**src/rtl/cpu6_immgen_pipe.sv**
```systemverilog
// Registered immediate generator for the cpu6 decode stage: decodes I/S/B/U/J/Z
// immediates, computes pc+imm, and buffers results in a 2-entry skid buffer.
module cpu6_immgen_pipe #(
    parameter int unsigned XLEN      = 32,
    parameter int unsigned IMMTYPE_W = 3
) (
    input  logic                 clk,
    input  logic                 resetn,
    input  logic                 flush,
    input  logic                 in_valid,
    output logic                 in_ready,
    input  logic [31:0]          in_instr,
    input  logic [XLEN-1:0]      in_pc,
    input  logic [IMMTYPE_W-1:0] in_immtype,
    output logic                 out_valid,
    input  logic                 out_ready,
    output logic [XLEN-1:0]      out_imm,
    output logic [XLEN-1:0]      out_target,
    output logic [XLEN-1:0]      out_pc,
    output logic                 out_illegal
);

    typedef enum logic [IMMTYPE_W-1:0] {
        IMM_NONE = IMMTYPE_W'(0),
        IMM_I    = IMMTYPE_W'(1),
        IMM_S    = IMMTYPE_W'(2),
        IMM_B    = IMMTYPE_W'(3),
        IMM_U    = IMMTYPE_W'(4),
        IMM_J    = IMMTYPE_W'(5),
        IMM_Z    = IMMTYPE_W'(6)
    } immtype_e;

    typedef struct packed {
        logic [XLEN-1:0] imm;
        logic [XLEN-1:0] target;
        logic [XLEN-1:0] pc;
        logic            illegal;
    } entry_t;

    entry_t m_q, s_q, new_entry;
    logic   m_valid, s_valid;
    logic   in_fire, out_fire;
    logic [XLEN-1:0] imm;
    logic            illegal;

    always_comb begin
        imm     = '0;
        illegal = 1'b0;
        case (in_immtype)
            IMM_NONE: imm = '0;
            IMM_I:    imm = XLEN'($signed(in_instr[31:20]));
            IMM_S:    imm = XLEN'($signed({in_instr[31:25], in_instr[11:7]}));
            IMM_B:    imm = XLEN'($signed({in_instr[31], in_instr[7], in_instr[30:25],
                                           in_instr[11:8], 1'b0}));
            IMM_U:    imm = XLEN'($signed({in_instr[31:12], 12'b0}));
            IMM_J:    imm = XLEN'($signed({in_instr[31], in_instr[19:12], in_instr[20],
                                           in_instr[30:21], 1'b0}));
            IMM_Z:    imm = XLEN'(in_instr[19:15]);
            default: begin
                imm     = '0;
                illegal = 1'b1;
            end
        endcase
    end

    always_comb begin
        new_entry.imm     = imm;
        new_entry.target  = in_pc + imm;
        new_entry.pc      = in_pc;
        new_entry.illegal = illegal;
    end

    assign in_ready  = !s_valid;
    assign out_valid = m_valid;
    assign in_fire   = in_valid & in_ready;
    assign out_fire  = m_valid & out_ready;

    always_ff @(posedge clk or negedge resetn) begin
        if (!resetn) begin
            m_valid <= 1'b0;
            s_valid <= 1'b0;
            m_q     <= '0;
            s_q     <= '0;
        end else if (flush) begin
            m_valid <= 1'b0;
            s_valid <= 1'b0;
        end else if (out_fire && s_valid) begin
            // in_ready is low whenever S holds data, so no input competes here
            m_q     <= s_q;
            s_valid <= 1'b0;
        end else if (in_fire && (!m_valid || out_fire)) begin
            m_q     <= new_entry;
            m_valid <= 1'b1;
        end else if (in_fire) begin
            s_q     <= new_entry;
            s_valid <= 1'b1;
        end else if (out_fire) begin
            m_valid <= 1'b0;
        end
    end

    assign out_imm     = m_q.imm;
    assign out_target  = m_q.target;
    assign out_pc      = m_q.pc;
    assign out_illegal = m_q.illegal;

endmodule

```
**config.mk**
```make
export PLATFORM = sky130hd
export DESIGN_NAME = cpu6_immgen_pipe
export DESIGN_NICKNAME = d
export VERILOG_FILES = /design/src/rtl/cpu6_immgen_pipe.sv
export SDC_FILE = /design/constraint.sdc
export NUM_CORES = 1
export LEC_CHECK = 0
export ABC_AREA = 1
export CORE_MARGIN = 4
export CORE_UTILIZATION = 40
export DETAILED_ROUTE_END_ITERATION = 8
export GPL_TIMING_DRIVEN = 0
export PLACE_DENSITY = 0.7
export SETUP_SLACK_MARGIN = 0.15
export SYNTH_ARGS = -nofsm -noshare
export SYNTH_HDL_FRONTEND = slang
export SYNTH_SLANG_ARGS = --single-unit
```
**constraint.sdc**
```tcl
create_clock -name clk -period 1.5 [get_ports clk]
set_clock_uncertainty 0.1 [all_clocks]
set_input_delay 0.45 -clock clk [delete_from_list [all_inputs] [get_ports clk]]
set_output_delay 0.45 -clock clk [all_outputs]
set_load 0.005 [all_outputs]
```
---- Word level (Yosys, flattened, before mapping) ----
Index checks and enable logic that the tools add are counted.
Widths: inputs -> output; s select.
storage, ports and cells
  flip-flop bits (word level) ............. 196
  output and inout bits ................... 99
  word-level logic and storage cells ...... 52
cells by class
  $add $sub $neg .......................... 1
  equality and inequality tests ........... 9
  multiplexer cells ....................... 13
  bitwise gates (word level) .............. 5
  reduce and logical (&&, ||, !) cells .... 14
operator list
  operator            number
  $mux 97             2
  $pmux 32 s6         1
  $add 32x32->32      1
  $mux 1              10
  $eq 3x3->1 const B  3
  $reduce_or 7->1     1
  $eq 3x2->1 const B  2
  $reduce_bool 3->1   2
  $reduce_and 2->1    2
  $reduce_and 4->1    1
  $eq 3x1->1 const B  1
  $logic_not 3->1     1
  $ne 3x2->1 const B  1
  $ne 3x3->1 const B  1
  $not 1->1           3
  $reduce_and 3->1    1
  $and 1x1->1         2
  $logic_and 1x1->1   2
  $logic_not 1->1     2
  $ne 2x2->1 const B  1
  $reduce_bool 2->1   1
  $logic_or 1x1->1    1

---- Longest topological paths before layout ----
  depth in word-level cells ............... 6
  mapped depth ............................ 21

---- Worst setup path before layout ----
No wires, ideal clock.
  path kind ............................... input-to-reg
  start ................................... input in_immtype[0]
  end ..................................... register s_q[62] (netlist name)
  arrival ................................. 2.380 ns
  path slack .............................. -1.111 ns
  stages .................................. 16
  path buffers ............................ 0
  cells stage by stage .................... inv_1 nor2_1 a221oi_1 inv_1 ha_1 or2_2 nand3_1 nand2_1 nand2_1 nand2_1 nand2_1 nand2_1 nand2_1 nand2_1 nand2_1 o21ai_0
on the way
  word-level cells in the longest chain between the ends .. 3
  elaborated cells on any way between the ends .. 8
  those cells by class .................... add/sub: 1; eq/ne: 6; mux: 1
ends and longest elaborated chain
  element                                   RTL line  RTL
  start, declared                           14        input logic [IMMTYPE_W-1:0] in_immtype,
  $eq 3x3->1, or another cell as far along  49        case (in_immtype)
  $pmux 32 s6 *                             49
  net imm[2]                                43        logic [XLEN-1:0] imm;
  $add 32x32->32 *                          68        new_entry.target = in_pc + imm;
  end signal, assigned                      95        s_q <= new_entry;
  end, declared                             40        entry_t m_q, s_q, new_entry;
The timed path passes the listed nets; every way through them passes the cells marked *.
A chain may end at the register's enable or synchronous reset.

---- Worst setup path in the final report ----
  start ................................... input in_immtype[1]
  end ..................................... register m_q, in the netlist out_target[28]
on the way
  word-level cells in the longest chain between the ends .. 5
  elaborated cells on any way between the ends .. 10
  those cells by class .................... add/sub: 1; eq/ne: 6; mux: 3
ends and longest elaborated chain
  element                                   RTL line  RTL
  $eq 3x3->1, or another cell as far along  49
  $pmux 32 s6 *                             49
  net imm[19]                               43
  $add 32x32->32 *                          68
  $mux 97 *                                 91        end else if (in_fire && (!m_valid || out_fire)) begin
  $mux 97 *                                 87        end else if (out_fire && s_valid) begin
  end signal, assigned                      89        m_q <= s_q;
  end signal, assigned                      92        m_q <= new_entry;
  end, declared                             40
The timed path passes the listed nets; every way through them passes the cells marked *. The select of a mux whose other input is x is not followed.

==> run metrics <==
status finished with violations; Mapped Area 10800 um2; Static Leak 9.12 nW; sum of negative setup slack -92310 ps; final worst slack -1070 ps; area of the multi-input gates 7700 um2; clk buf depth 2; total global routing track utilization 0.279; Root Buffer clkbuf_16; CTS Sinks 196; Pre-Repair DR Iteration Count 5; PortBufs 163; 1st-iter DRT viols 1279; final worst path period need 2570 ps; RSZ-0062 raised after global routing true; endpoints failing setup 321; Hold Crit Class input pin to flip-flop; CTS buffer count 17; Final HPWL DP 29.7 mm; Yosys top cell by area dfrtp_1; Register Area 4910 um2; period utilisation layout 1.71; DR top layer met4; antenna-violating nets left 0; number of vias in the routed layout 12285; I/O pins 171; met3 wire length 4.06 mm; final net count 1984; Synth top cells by count 596 x nand2_1, 196 x dfrtp_1, 179 x inv_1; vias in the first global route 11016; DP Area 13400 um2; syn nets 1631; Power per Cell Area 1040 nW/um2; # fillers 1974; Clock transition at path regs 80 ps; CP max stage cell ha_4; design area 18400 um2; Main synth FF type dfrtp_1; drc violations 0; WS Path Type input pin to flip-flop; Setup crit start kind input pin; Clock H-tree levels 4; die outline area 29700 um2; synth warn 0; Die Width 172 um; Most Frequent Cell on Critical Path nand2_2; Initial Util 0.411; met2 routed WL 22.4 mm; Worst-Skew Late Latency 450 ps; ant diodes 0; routed length on met1 19.8 mm; Worst EP required 1750 ps; Post-synth EDFFs 0; crit-path max FO 8; Area Growth Syn to Fin 69.9%; Hold Violations, Final 0; first-pass GRT wire length 62.8 mm; Final Max Tran Viols 0; Worst Setup End Kind flip-flop; worst slew pin tran 742 ps; grt ovf 0; largest net degree at the start of global routing 113; max cap viols 0; Peak VDD IR 0.000705 V; Synth area leaders dfrtp_1 45%, nand2_1 21%, inv_1 6.2%; worst path cell trace buf_6, nor2_4, nor2_4, buf_12, a21oi_2, inv_1, ha_4, nand2_2, inv_1, a21oi_2, nand2_1, a21oi_4, nand2_2, nand2_2, nand3_2, nand2_2, nand2_1; drt total wl 48.6 mm; failing checks negative setup slack; CP max stage delay 280 ps; gpl congestion 0.937; CTS tree built; Synth top area share 0.453; Syn Area/Cell 7.09 um2; WL/cell 21.8 um; ys async rst share 1.00; Slew headroom 0.506; Max Freq 0.390 GHz; die height 172 um; worst path bufs/invs 4; count of different cell masters after synthesis 33; initial antenna violation count 0; #FFs+latches synth 196; CP Data Arrival Time 2810 ps; Site Rows 59; most frequent cell after synthesis nand2_1; CORE AREA 26400 um2; CP top delay family simple AND/OR/NAND/NOR gates; Post-Synthesis Cells 1527; post-synthesis sequential area ratio 0.453; share of cells above drive strength 1 0.451; Vias/cell 5.51
## state kept, by name (all words and copies together), names as in the netlist
name	count
out_valid	1
out_target	32
out_illegal	1
s_valid	1
out_imm	32
s_q	97
out_pc	32
## report_power, final
part | leakage [nW] | internal, W | switching, W | total (W)
clock | 0.281 | 0.00222 | 0.00244 | 0.00466
sequential | 2.39 | 0.00654 | 0.000916 | 0.00746
combinational | 6.44 | 0.00332 | 0.00368 | 0.00700
## what timing repair did
action,CTS,global route
endpoints found under the hold margin,16,109
resized for setup,483,608
gates cloned,5,24
hold buffers,3,1
pin swaps,111,101
buffers inserted,53,84
endpoints found under the setup margin,294,298
## path summary, 6_finish.rpt
path	cells past startpoint	slack, ps	to	from
setup / recovery	17	-1070	out_target[28]	in_immtype[1]
hold / removal	2	330	out_valid	flush
setup reg to reg	7	-460	s_q[49]	s_valid
hold reg to reg	2	380	s_q[19]	s_q[19]
max in group asynchronous	4	-440	s_q[53]	resetn
min in group asynchronous	2	460	out_pc[14]	resetn
## through the flow
step | setup WS, ps | total power (W) | instances | util | hold slack, ps
after floorplan | -965 | 0.00969 | 1527 | - | 54.4
after global placement | -8470 | 0.0120 | 2025 | 0.506 | 353
after detailed placement | -2260 | 0.0121 | 2027 | 0.509 | 177
after CTS | -937 | 0.0176 | 2120 | 0.604 | -7.32
after global routing | -1110 | 0.0200 | 2228 | 0.698 | 337
final | -1070 | 0.0191 | 2228 | 0.698 | 327
## cells in the final DEF, fill, tap and decap left out, types with 5 or more instances in the layout
| cell | synthesis | routed |
|---|---|---|
| nand2_1 | 596 | 405 |
| dfrtp_1 | 196 | 194 |
| inv_1 | 179 | 138 |
| nand2_2 | 1 | 122 |
| buf_4 | 1 | 96 |
| clkbuf_2 | 0 | 92 |
| nor2_1 | 133 | 71 |
| nand2_4 | 0 | 64 |
| o21ai_1 | 14 | 54 |
| clkbuf_16 | 0 | 41 |
| nor2_2 | 1 | 38 |
| clkdlybuf4s50_1 | 0 | 38 |
| a21oi_2 | 1 | 37 |
| a31oi_1 | 41 | 36 |
| inv_2 | 5 | 34 |
| buf_6 | 0 | 32 |
| a21oi_1 | 94 | 31 |
| ha_4 | 0 | 30 |
| buf_12 | 0 | 27 |
| a21oi_4 | 0 | 27 |
| nor2_4 | 2 | 27 |
| o21ai_2 | 2 | 24 |
| buf_8 | 0 | 22 |
| nand3_2 | 0 | 19 |
| dlygate4sd2_1 | 0 | 19 |
| buf_2 | 20 | 17 |
| o21ai_0 | 81 | 15 |
| nand3_1 | 45 | 15 |
| nand3_4 | 0 | 11 |
| clkbuf_4 | 0 | 8 |
| inv_4 | 0 | 7 |
| buf_16 | 0 | 7 |
| o21a_1 | 6 | 6 |
| inv_6 | 0 | 6 |
| nand2_8 | 0 | 6 |
| xor2_2 | 0 | 5 |
| a31oi_4 | 0 | 5 |
## cells by family (layout without fill, tap and decap cells)
kind of cell | count (synthesis) | after routing | share of synthesized area
AOI/OAI and AO/OA | 248 | 248 | 0.124
xor gates and xnor gates | 16 | 16 | 0.0130
adders and majority gates | 32 | 32 | 0.0377
and+or+nand+nor | 789 | 789 | 0.284
buffers and inverters | 246 | 612 | 0.0880
DFF | 196 | 196 | 0.453
## final cells by class
cell class	instances	area share
inverter	184	0.0408
timing repair buffer	335	0.178
clock inverter	14	0.00749
tap	335	0.0228
buffer	61	0.0420
clock buffer	18	0.0233
sequential	196	0.267
multi-input combinational	1085	0.419
## metal layers
metal,vias up,GRT usage
met5,-,0
met4,0,0.104
met3,162,0.0478
met2,655,0.438
met1,5960,0.390
li1,5508,-
(Power assumes the default switching activity.)
